$ cat config.mk
export PLATFORM = sky130hd
export DESIGN_NAME = min_sec_timer_flat
export DESIGN_NICKNAME = d
export VERILOG_FILES = /design/src/rtl/seg_pkg.sv /design/src/rtl/min_sec_timer_if.sv /design/src/rtl/seg7_dec.sv /design/src/rtl/min_sec_timer.sv /design/src/flat_wrapper.sv
export SDC_FILE = /design/constraint.sdc
export NUM_CORES = 1
export LEC_CHECK = 0
export ABC_AREA = 1
export CAP_MARGIN = 20
export CORE_UTILIZATION = 45
export DETAILED_ROUTE_END_ITERATION = 6
export HOLD_SLACK_MARGIN = 0.12
export PLACE_DENSITY = 0.75
export SLEW_MARGIN = 10
export SYNTH_ARGS = -nofsm -noshare
export SYNTH_HDL_FRONTEND = slang
export SYNTH_SLANG_ARGS = --single-unit
$ cat constraint.sdc
create_clock -name clk -period 4.6 [get_ports clk]
set_input_delay 0.69 -clock clk [delete_from_list [all_inputs] [get_ports clk]]
set_output_delay 0.69 -clock clk [all_outputs]
set_load 0.1 [all_outputs]
$ cat src/rtl/seg_pkg.sv
// Shared constants for the min:sec timer.
//   SEG_0..SEG_9 : active-high 7-segment patterns, bit7 = a ... bit1 = g, bit0 = dp
//   SEG_BLANK    : all segments off
//   count_dir_t  : count direction as seen on the dir input
//   bcd_pair_to_bin : {tens, ones} BCD digits to a plain binary value
package seg_pkg;

    localparam logic [7:0] SEG_0     = 8'b11111100;
    localparam logic [7:0] SEG_1     = 8'b01100000;
    localparam logic [7:0] SEG_2     = 8'b11011010;
    localparam logic [7:0] SEG_3     = 8'b11110010;
    localparam logic [7:0] SEG_4     = 8'b01100110;
    localparam logic [7:0] SEG_5     = 8'b10110110;
    localparam logic [7:0] SEG_6     = 8'b10111110;
    localparam logic [7:0] SEG_7     = 8'b11100000;
    localparam logic [7:0] SEG_8     = 8'b11111110;
    localparam logic [7:0] SEG_9     = 8'b11110110;
    localparam logic [7:0] SEG_BLANK = 8'b00000000;

    typedef enum logic {
        DIR_UP   = 1'b0,
        DIR_DOWN = 1'b1
    } count_dir_t;

    function automatic int unsigned bcd_pair_to_bin(input logic [3:0] tens,
                                                    input logic [3:0] ones);
        return ({28'd0, tens} * 32'd10) + {28'd0, ones};
    endfunction

endpackage

$ cat src/rtl/min_sec_timer_if.sv
// Control and display bundle of the min:sec timer.
//   en, clr, dir, load, load_min, load_sec : controls into the timer
//   min_bcd, sec_bcd                       : current value, BCD {tens, ones}
//   tick, done                             : one-cycle status pulses
//   seg3..seg0                             : 7-segment drive, min tens .. sec ones
// slave = the timer, master = whatever drives it.
interface min_sec_timer_if;

    logic       en;
    logic       clr;
    logic       dir;
    logic       load;
    logic [7:0] load_min;
    logic [7:0] load_sec;
    logic [7:0] min_bcd;
    logic [7:0] sec_bcd;
    logic       tick;
    logic       done;
    logic [7:0] seg3;
    logic [7:0] seg2;
    logic [7:0] seg1;
    logic [7:0] seg0;

    modport slave (
        input  en, clr, dir, load, load_min, load_sec,
        output min_bcd, sec_bcd, tick, done, seg3, seg2, seg1, seg0
    );

    modport master (
        output en, clr, dir, load, load_min, load_sec,
        input  min_bcd, sec_bcd, tick, done, seg3, seg2, seg1, seg0
    );

endinterface

$ cat src/rtl/seg7_dec.sv
// One-digit 7-segment decoder.
//   i_digit : BCD digit 0..9
//   o_seg   : segment pattern, bit7 = a ... bit1 = g, bit0 = dp (always off)
// ACTIVE_LOW = 1 inverts the pattern so a set bit leaves the segment dark.
// Codes above 9 decode to all segments dark.
module seg7_dec
    import seg_pkg::*;
#(
    parameter bit ACTIVE_LOW = 1'b1
) (
    input  logic [3:0] i_digit,
    output logic [7:0] o_seg
);

    logic [7:0] w_pattern;

    always_comb begin
        w_pattern = SEG_BLANK;
        case (i_digit)
            4'd0:    w_pattern = SEG_0;
            4'd1:    w_pattern = SEG_1;
            4'd2:    w_pattern = SEG_2;
            4'd3:    w_pattern = SEG_3;
            4'd4:    w_pattern = SEG_4;
            4'd5:    w_pattern = SEG_5;
            4'd6:    w_pattern = SEG_6;
            4'd7:    w_pattern = SEG_7;
            4'd8:    w_pattern = SEG_8;
            4'd9:    w_pattern = SEG_9;
            default: w_pattern = SEG_BLANK;
        endcase
    end

    assign o_seg = ACTIVE_LOW ? ~w_pattern : w_pattern;

endmodule

$ cat src/rtl/min_sec_timer.sv
// Minutes:seconds up/down timer with 4-digit 7-segment drive.
//   clk   : system clock
//   rst_n : synchronous active-low reset
//   bus   : control inputs, BCD value, tick/done pulses and segment drive
// A prescaler turns TICK_DIV enabled clk cycles into one pending tick; the
// BCD chain advances on the following edge so tick is aligned with the new value.
// Priority per edge: reset > clr > valid load > tick advance.
module min_sec_timer
    import seg_pkg::*;
#(
    parameter int unsigned TICK_DIV       = 8000000,
    parameter int unsigned MIN_MAX        = 59,
    parameter bit          SEG_ACTIVE_LOW = 1'b1
) (
    input  logic            clk,
    input  logic            rst_n,
    min_sec_timer_if.slave  bus
);

    localparam int unsigned   PW         = $clog2(TICK_DIV);
    localparam logic [PW-1:0] PRESC_LAST = PW'(TICK_DIV - 1);
    localparam logic [PW-1:0] PRESC_ONE  = PW'(1);
    localparam logic [3:0]    MAX_T      = 4'(MIN_MAX / 10);
    localparam logic [3:0]    MAX_O      = 4'(MIN_MAX % 10);

    logic [PW-1:0] r_presc;
    logic          r_pend;
    logic [3:0]    r_min_t;
    logic [3:0]    r_min_o;
    logic [3:0]    r_sec_t;
    logic [3:0]    r_sec_o;
    logic          r_tick;
    logic          r_done;

    count_dir_t    w_dir;
    logic [3:0]    w_ld_min_t;
    logic [3:0]    w_ld_min_o;
    logic [3:0]    w_ld_sec_t;
    logic [3:0]    w_ld_sec_o;
    logic          w_load_ok;
    logic          w_is_zero;
    logic [3:0]    w_nxt_min_t;
    logic [3:0]    w_nxt_min_o;
    logic [3:0]    w_nxt_sec_t;
    logic [3:0]    w_nxt_sec_o;
    logic          w_adv_done;

    assign w_dir      = count_dir_t'(bus.dir);
    assign w_ld_min_t = bus.load_min[7:4];
    assign w_ld_min_o = bus.load_min[3:0];
    assign w_ld_sec_t = bus.load_sec[7:4];
    assign w_ld_sec_o = bus.load_sec[3:0];

    assign w_load_ok = bus.load
                     && (w_ld_min_t <= 4'd9) && (w_ld_min_o <= 4'd9)
                     && (w_ld_sec_t <= 4'd5) && (w_ld_sec_o <= 4'd9)
                     && (bcd_pair_to_bin(w_ld_min_t, w_ld_min_o) <= MIN_MAX);

    assign w_is_zero = (r_min_t == 4'd0) && (r_min_o == 4'd0)
                     && (r_sec_t == 4'd0) && (r_sec_o == 4'd0);

    // Value the BCD chain takes on a tick in the current direction.
    always_comb begin
        w_nxt_min_t = r_min_t;
        w_nxt_min_o = r_min_o;
        w_nxt_sec_t = r_sec_t;
        w_nxt_sec_o = r_sec_o;
        w_adv_done  = 1'b0;
        if (w_dir == DIR_UP) begin
            if (r_sec_o != 4'd9) begin
                w_nxt_sec_o = r_sec_o + 4'd1;
            end else begin
                w_nxt_sec_o = 4'd0;
                if (r_sec_t != 4'd5) begin
                    w_nxt_sec_t = r_sec_t + 4'd1;
                end else begin
                    w_nxt_sec_t = 4'd0;
                    if ((r_min_t == MAX_T) && (r_min_o == MAX_O)) begin
                        w_nxt_min_t = 4'd0;
                        w_nxt_min_o = 4'd0;
                        w_adv_done  = 1'b1;
                    end else if (r_min_o != 4'd9) begin
                        w_nxt_min_o = r_min_o + 4'd1;
                    end else begin
                        w_nxt_min_o = 4'd0;
                        w_nxt_min_t = r_min_t + 4'd1;
                    end
                end
            end
        end else if (!w_is_zero) begin
            // 00:00 holds when counting down; any other value borrows normally.
            w_adv_done = (r_min_t == 4'd0) && (r_min_o == 4'd0)
                       && (r_sec_t == 4'd0) && (r_sec_o == 4'd1);
            if (r_sec_o != 4'd0) begin
                w_nxt_sec_o = r_sec_o - 4'd1;
            end else begin
                w_nxt_sec_o = 4'd9;
                if (r_sec_t != 4'd0) begin
                    w_nxt_sec_t = r_sec_t - 4'd1;
                end else begin
                    w_nxt_sec_t = 4'd5;
                    if (r_min_o != 4'd0) begin
                        w_nxt_min_o = r_min_o - 4'd1;
                    end else begin
                        w_nxt_min_o = 4'd9;
                        w_nxt_min_t = r_min_t - 4'd1;
                    end
                end
            end
        end
    end

    // r_pend marks that the prescaler wrapped on the previous edge; the
    // advance it triggers happens regardless of en, so a tick already earned
    // is never stretched by a pause. clr and a valid load discard it.
    always_ff @(posedge clk) begin
        if (!rst_n) begin
            r_presc <= '0;
            r_pend  <= 1'b0;
            r_min_t <= 4'd0;
            r_min_o <= 4'd0;
            r_sec_t <= 4'd0;
            r_sec_o <= 4'd0;
            r_tick  <= 1'b0;
            r_done  <= 1'b0;
        end else if (bus.clr) begin
            r_presc <= '0;
            r_pend  <= 1'b0;
            r_min_t <= 4'd0;
            r_min_o <= 4'd0;
            r_sec_t <= 4'd0;
            r_sec_o <= 4'd0;
            r_tick  <= 1'b0;
            r_done  <= 1'b0;
        end else if (w_load_ok) begin
            r_presc <= '0;
            r_pend  <= 1'b0;
            r_min_t <= w_ld_min_t;
            r_min_o <= w_ld_min_o;
            r_sec_t <= w_ld_sec_t;
            r_sec_o <= w_ld_sec_o;
            r_tick  <= 1'b0;
            r_done  <= 1'b0;
        end else begin
            r_tick <= r_pend;
            r_done <= r_pend & w_adv_done;
            if (r_pend) begin
                r_min_t <= w_nxt_min_t;
                r_min_o <= w_nxt_min_o;
                r_sec_t <= w_nxt_sec_t;
                r_sec_o <= w_nxt_sec_o;
            end
            if (bus.en) begin
                if (r_presc == PRESC_LAST) begin
                    r_presc <= '0;
                    r_pend  <= 1'b1;
                end else begin
                    r_presc <= r_presc + PRESC_ONE;
                    r_pend  <= 1'b0;
                end
            end else begin
                r_pend <= 1'b0;
            end
        end
    end

    assign bus.min_bcd = {r_min_t, r_min_o};
    assign bus.sec_bcd = {r_sec_t, r_sec_o};
    assign bus.tick    = r_tick;
    assign bus.done    = r_done;

    seg7_dec #(.ACTIVE_LOW(SEG_ACTIVE_LOW)) u_dec_min_t (.i_digit(r_min_t), .o_seg(bus.seg3));
    seg7_dec #(.ACTIVE_LOW(SEG_ACTIVE_LOW)) u_dec_min_o (.i_digit(r_min_o), .o_seg(bus.seg2));
    seg7_dec #(.ACTIVE_LOW(SEG_ACTIVE_LOW)) u_dec_sec_t (.i_digit(r_sec_t), .o_seg(bus.seg1));
    seg7_dec #(.ACTIVE_LOW(SEG_ACTIVE_LOW)) u_dec_sec_o (.i_digit(r_sec_o), .o_seg(bus.seg0));

endmodule

$ cat src/flat_wrapper.sv
// flat-port wrapper written by rule: the top's interface ports become plain ports
module min_sec_timer_flat import seg_pkg::*;
#(
    parameter int unsigned TICK_DIV       = 8000000,
    parameter int unsigned MIN_MAX        = 59,
    parameter bit          SEG_ACTIVE_LOW = 1'b1
)
  (clk, rst_n, bus_en, bus_clr, bus_dir, bus_load, bus_load_min, bus_load_sec, bus_min_bcd, bus_sec_bcd, bus_tick, bus_done, bus_seg3, bus_seg2, bus_seg1, bus_seg0);
  min_sec_timer_if bus_i ();
  input  logic clk;
  input  logic rst_n;
  input wire logic [$bits(bus_i.en)-1:0] bus_en;
  input wire logic [$bits(bus_i.clr)-1:0] bus_clr;
  input wire logic [$bits(bus_i.dir)-1:0] bus_dir;
  input wire logic [$bits(bus_i.load)-1:0] bus_load;
  input wire logic [$bits(bus_i.load_min)-1:0] bus_load_min;
  input wire logic [$bits(bus_i.load_sec)-1:0] bus_load_sec;
  output wire logic [$bits(bus_i.min_bcd)-1:0] bus_min_bcd;
  output wire logic [$bits(bus_i.sec_bcd)-1:0] bus_sec_bcd;
  output wire logic [$bits(bus_i.tick)-1:0] bus_tick;
  output wire logic [$bits(bus_i.done)-1:0] bus_done;
  output wire logic [$bits(bus_i.seg3)-1:0] bus_seg3;
  output wire logic [$bits(bus_i.seg2)-1:0] bus_seg2;
  output wire logic [$bits(bus_i.seg1)-1:0] bus_seg1;
  output wire logic [$bits(bus_i.seg0)-1:0] bus_seg0;
  assign bus_i.en = bus_en;
  assign bus_i.clr = bus_clr;
  assign bus_i.dir = bus_dir;
  assign bus_i.load = bus_load;
  assign bus_i.load_min = bus_load_min;
  assign bus_i.load_sec = bus_load_sec;
  assign bus_min_bcd = bus_i.min_bcd;
  assign bus_sec_bcd = bus_i.sec_bcd;
  assign bus_tick = bus_i.tick;
  assign bus_done = bus_i.done;
  assign bus_seg3 = bus_i.seg3;
  assign bus_seg2 = bus_i.seg2;
  assign bus_seg1 = bus_i.seg1;
  assign bus_seg0 = bus_i.seg0;
  min_sec_timer #(.TICK_DIV(TICK_DIV), .MIN_MAX(MIN_MAX), .SEG_ACTIVE_LOW(SEG_ACTIVE_LOW)) u_core (.clk(clk), .rst_n(rst_n), .bus(bus_i));
endmodule
* Word-level counts from Yosys, hierarchy flattened *
Memories as Yosys holds them, arrays and structs flattened. A register that Yosys moved wholly into a read port is not among the register bits.
Cells that the tools add are included.

cells by class
  muxes and demuxes = 51
  magnitude comparators = 5
  multiply operators = 1
  add/sub/neg operators = 10
  bitwise gates (word level) = 7
  equality and inequality tests = 14
  reductions and logical operators = 25

operators by type and width
  kind                     count
  $mux W4                  44
  $le A32 B6 Y1 const B    1
  $not A8 Y8               4
  $add A23 B1 Y23 const B  1
  $eq A23 B23 Y1 const B   1
  $mux W23                 1
  $ne A3 B2 Y1 const B     6
  $add A4 B1 Y4 const B    4
  $logic_not A4 Y1         4
  $sub A4 B1 Y4 const B    4
  $le A4 B4 Y1 const B     3
  $reduce_bool A4 Y1       3
  $logic_and A1 B1 Y1      10
  $add A8 B4 Y9            1
  $ne A4 B4 Y1 const B     2
  $reduce_and A8 Y1        1
  $mul A4 B3 Y7 const B    1
  $mux W1                  6
  $reduce_and A6 Y1        1
  $eq A4 B1 Y1 const B     1
  $eq A4 B3 Y1 const B     1
  $eq A4 B4 Y1 const B     1
  $le A4 B3 Y1 const B     1
  $ne A4 B2 Y1 const B     1
  other kinds (9)          10

word-level totals
  word-level logic and storage cells = 125
  flip-flop bits (word level) = 42
  memories = 4
  output and inout bits = 50
  memory bits (read-only) = 448
  input bits = 22

memories
  name             words  bits a word  rd ports  clocked after memory_dff  wr ports  line            text
  (no name shown)  16     7            1         1                         0         seg7_dec.sv:19  case (i_digit)
  (no name shown)  16     7            1         1                         0         seg7_dec.sv:19
  (no name shown)  16     7            1         1                         0         seg7_dec.sv:19
  (no name shown)  16     7            1         1                         0         seg7_dec.sv:19

* Longest topological paths before layout *
Gate-level depths: netlist (run 1).

  depth in word-level cells = 10
  gate-level depth with buffers = 23
  gate-level depth less buffers = 22

* By module *
Synthesis (run 1) repeated with hierarchy kept, for this count alone.

unflattened totals
  cells, all modules = 619
  area, all modules = 3791.1 µm²

modules (own cells, without submodules)
  module         sequential area each (µm²)  cells an instance  area each (µm²)  instances
  min_sec_timer  840.8                       483                3045.4           1
  seg7_dec       0.0                         34                 186.4            4

* Worst setup path after synthesis (run 1) *
No wires, ideal clock.

  kind = in2reg
  from = input port bus_load_min[5]
  to = register u_core.u_dec_min_o.w_pattern[6] (netlist name)
  arrival = 3.300 ns
  data required time = 4.485 ns
  setup time = 0.115 ns
  buffers on the path = 1
  path slack = 1.185 ns
  cell stages on the path = 19
  path through = ha_1 ha_1 fa_1 nand2_1 nor2_1 nand2_1 nand2_2 nor2_2 nor2_4 nand3_4 buf_6 nand3_1 nand2_1 nor2_4 inv_2 ha_1 nand3b_1 nand2_1 nand2_1

between the ends
  cells in the longest elaborated chain, start to end = 10
  elaborated cells on any way between the ends = 19
  classes of those cells = add/sub (1); mul (1); order compare (2); eq/ne (5); mux (3); reduce/logical (7)

RTL lines
  element                                                                line                 text
  start, declared                                                        flat_wrapper.sv:16   input wire logic [$bits(bus_i.load_min)-1:0] bus_load_min;
  parallel branches: the longest is 5 deep, another holds $le A32 B6 Y1  -
  $logic_and A1 B1 Y1 *                                                  min_sec_timer.sv:57  && (bcd_pair_to_bin(w_ld_min_t, w_ld_min_o) <= MIN_MAX);
  $ne A3 B2 Y1 (no source line) or $reduce_bool A2 Y1 (tied branches)    -
  $reduce_and A6 Y1 (no source line)                                     -
  $mux W4 (no source line) * (2 in a row)                                -

Mark *: on every way between the ends.
A chain may end at the register's enable or synchronous reset.

* Final worst setup path (run 1) *
  from = input port bus_load_min[7]
  to = register u_core.u_dec_min_t.w_pattern[3] (netlist name)

between the ends
  cells in the longest elaborated chain, start to end = 10
  elaborated cells on any way between the ends = 21
  classes of those cells = add/sub (1); mul (1); order compare (2); eq/ne (7); mux (3); reduce/logical (7)

RTL lines
  element
  parallel branches: the longest is 8 deep, another holds $le A32 B6 Y1
  $mux W4 (no source line) * (2 in a row)

Marks and branches as above.

==> results of run 1 <==
==> state kept, by name, indices dropped and copies added, names as in the netlist <==
signal	cells
u_core.r_presc	23
u_core.u_dec_min_o.w_pattern	7
u_core.u_dec_min_t.w_pattern	7
u_core.u_dec_sec_o.w_pattern	7
u_core.u_dec_sec_t.w_pattern	7
u_core.r_min_o	4
u_core.r_min_t	4
u_core.r_sec_o	4
u_core.r_sec_t	4
u_core.bus.done	1
u_core.bus.tick	1
u_core.r_pend	1
==> synth_stat cells (7+ instances only) <==
| master | count | area (um^2) |
|---|---|---|
| dfxtp_1 | 70 | 1400 |
| nor2_2 | 7 | 43.8 |
| inv_2 | 9 | 33.8 |
| ha_1 | 39 | 488 |
| a21oi_1 | 14 | 70.1 |
| nand3b_1 | 12 | 90.1 |
| nand3_2 | 9 | 90.1 |
| buf_4 | 7 | 52.6 |
| nand2_1 | 192 | 721 |
| nand3_4 | 7 | 123 |
| o21ai_0 | 18 | 90.1 |
| nand2_2 | 12 | 75.1 |
| nand2_4 | 9 | 101 |
| nand3_1 | 40 | 200 |
| nand4_1 | 28 | 175 |
| nor3_1 | 13 | 65.1 |
| inv_1 | 111 | 417 |
| buf_2 | 8 | 40.0 |
| nor2_1 | 62 | 233 |
==> how the worst max path moves through the flow <==
stage / to / slack, ps / depth (start not counted)
2_1_floorplan: u_core.u_dec_min_o.w_pattern[6] / 1180 / 19
3_3_place_gp: u_core.u_dec_min_t.w_pattern[3] / 350 / 21
3_5_place_dp: u_core.u_dec_min_t.w_pattern[3] / 250 / 21
4_1_cts: u_core.u_dec_min_t.w_pattern[3] / 620 / 21
5_1_grt: u_core.u_dec_min_t.w_pattern[4] / 330 / 21
6_report: u_core.u_dec_min_t.w_pattern[3] / 600 / 21
==> cell type report <==
cell class	count	area [um^2]
clock buffer	11	131
clock inverter	5	50.0
fill	1076	4880
inverter	122	459
multi-input combinational	516	3010
sequential	70	1400
tap	140	175
timing repair buffer	75	731
==> cells by family after synthesis <==
logic type / share of synthesized area
AND/OR/NAND/NOR: 0.414
buffers and inverters: 0.119
flip-flops: 0.281
AO/OA/AOI/OAI: 0.0607
adder cells (fa/ha/maj): 0.106
XOR/XNOR: 0.0175
other: 0.000751
multiplexers: 0.00201
==> report_power, final <==
part	internal (W)	total [W]	switching, W	leakage [nW]
sequential	0.000613	0.000617	0.00000406	0.566
clock	0.000247	0.000470	0.000223	0.0968
combinational	0.0000675	0.000224	0.000157	2.30
total	0.000928	0.00131	0.000383	2.97
==> layout by cell type, fill, tap and decap left out, types with 9 or more instances in the layout <==
master	synthesis	routed
nand2_4	9	9
nand4_1	28	28
ha_1	39	39
nand2_2	12	12
nand3b_1	12	12
nand3_1	40	40
nand2_1	192	192
a21oi_1	14	14
inv_2	9	9
clkbuf_8	0	9
dfxtp_1	70	70
clkdlybuf4s50_1	0	67
nand3_2	9	9
nor2_1	62	62
o21ai_0	18	18
nor3_1	13	13
inv_1	111	111
==> stage by stage <==
stage | total power [W] | hold WS, ps | instances | setup slack [ps] | instance area [um^2]
2_1_floorplan | 0.000799 | 441 | 728 | 1180 | 5000
3_3_place_gp | 0.000852 | 454 | 923 | 349 | 5780
3_5_place_dp | 0.000855 | 455 | 923 | 247 | 5780
6_report | 0.00131 | 469 | 939 | 596 | 5960
5_1_grt | 0.00137 | 485 | 939 | 333 | 5960
4_1_cts | 0.00132 | 472 | 939 | 619 | 5960
==> per-layer routing <==
metal  up-vias  wire (um)  global-route usage
met5         -          0                   0
met4         0        117              0.0499
met3         9        481              0.0472
met2        82       5070               0.341
met1      2066       5090               0.248
li1       2426          -                   -
==> impl_metrics.tcl, run 1 <==
set metrics [dict create \
    critical_path.startpoint_type "primary input" \
    via_per_inst 4.88 \
    critical_path.slowest_cell "clkdlybuf4s50_1" \
    max_clock_freq_mhz 250 \
    track_usage 0.198 \
    max-cap-violations 0 \
    holdPathStages 1 \
    max_slew_margin 0.334 \
    clock_skew_ps 5.67 \
    post-route-min-period_ps 4000 \
    htree_num_levels 3 \
    synth-async-reset-ratio 0 \
    synth.distinct_cells 46 \
    detail_route.first_pass.iterations 5 \
    tritoncts "yes" \
    grt_setup_unrepaired "false" \
    path_cells "clkdlybuf4s50_1 -> ha_1 -> ha_1 -> fa_1 -> nand2_1 -> nor2_1 -> nand2_1 -> nand2_2 -> nor2_2 -> nor2_4 -> nand3_4 -> buf_4 -> nand3_1 -> nand2_1 -> nor2_2 -> inv_1 -> ha_1 -> inv_1 -> nand4_1 -> nand3_1 -> nand2_1" \
    cp_data_arrival_time_ps 4240 \
    cts.repair_timing.setup_buffer_count 0 \
    hold_path_class "reg2reg" \
    final_hold_vios 0 \
    end_point_of_the_most_critical_hold_path "u_core.r_presc[5]" \
    r2r_start "u_core.r_min_o[0]" \
    synth_area_per_cell_um2 6.89 \
    largest_net_degree_at_the_start_of_global_routing 24 \
    crit_path_end_kind "register" \
    number_of_placement_rows 38 \
    worstHoldStart "u_core.r_presc[5]" \
    drt-wirelength-per-cell_um 11.5 \
    clock_insertion_delay_worst_skew_ps 340 \
    antenna-diode-count 0 \
    floorplan.initialDensity 0.461 \
    final_core_util 0.550 \
    fp.dieW_um 107 \
    design.core.area_um2 10800 \
    vias_in_the_first_global_route 4284 \
    yosysWarnings 0 \
    final_antenna_net_count 0 \
    post-route-drc-count 0 \
    numCtsBuffers 9 \
    totalNegativeSetupSlack_ps 0 \
    cp_num_buf_inv 4 \
    layout.nets 857 \
    final_min_period_over_clock_period 0.870 \
    tightest_slew_ps 996 \
    final_count_of_pins_violating_max_slew 0 \
    worstSetupPathType "in2reg" \
    critical-path-top-delay-family "simple AND/OR/NAND/NOR gates" \
    reg2reg_setup_slack_ps 1860 \
    area_growth_syn_to_fin_pct 19.3 \
    cts.hold.buffers_added 0 \
    cts_resized 0 \
    dp.final_hpwl_mm 8.35 \
    number_of_drc_violations_after_detailed_routing_iteration_0 230 \
    p_leak_nw 2.97 \
    cp.required_ps 4840 \
    power.density_nw_per_um2 220 \
    worst_path_most_repeated_cell "nand2_1" \
    setup-violations-final 0 \
    cts_root_buffer "clkbuf_8" \
    critical-path-max-stage-delay_ps 540 \
    input_output_buffers 67 \
    fp.dieH_um 107 \
    globalRoute.totalOverflow 0 \
    clk_pin_slew_worst_paths_ps 70 \
    number_of_enable_flip_flop_cells_after_synthesis 0 \
    gp_routability_congestion 0.907 \
    crit_path_start "bus_load_min[7]" \
    floorplan.die_area_um2 11500 \
    yosysSeqAreaShare 0.281 \
    final_layout_size_suffix_gt1_frac 0.106 \
    cts-root-to-sink-buffers 2 \
    routed_wirelength_mm 10.8 \
    design.portCount 72 \
    worstPathMaxFanout 23 \
    reg2reg_depth 14 \
    synthCells 725 \
    run_status "complete, no violations" \
    synth.cell_area_um2 4990 \
    routed_via_count 4583 \
    antenna_found_initial 0 \
    critical_register_to_register_path_endpoint "u_core.u_dec_min_o.w_pattern[3]" \
    dominantRegCellSynth "dfxtp_1" \
    grt_pass1_wl_mm 18.6 \
    ys_ff_latch 70 \
    clock_sinks 70 \
    irDropWorstVdd_mv 0.205 \
]
(Power assumes the default switching activity.)
==> run 2: changes to the inputs <==
ABC_CLOCK_PERIOD_IN_PS = 4600   (was unset)
==> results of run 2 <==
The final DEF is identical to that of run 1; final timing and power are the same.
==> run 3: changes to the inputs <==
SLEW_MARGIN = 15   (was 10)
==> results of run 3 <==
The final DEF is identical to that of run 1; final timing and power are the same.
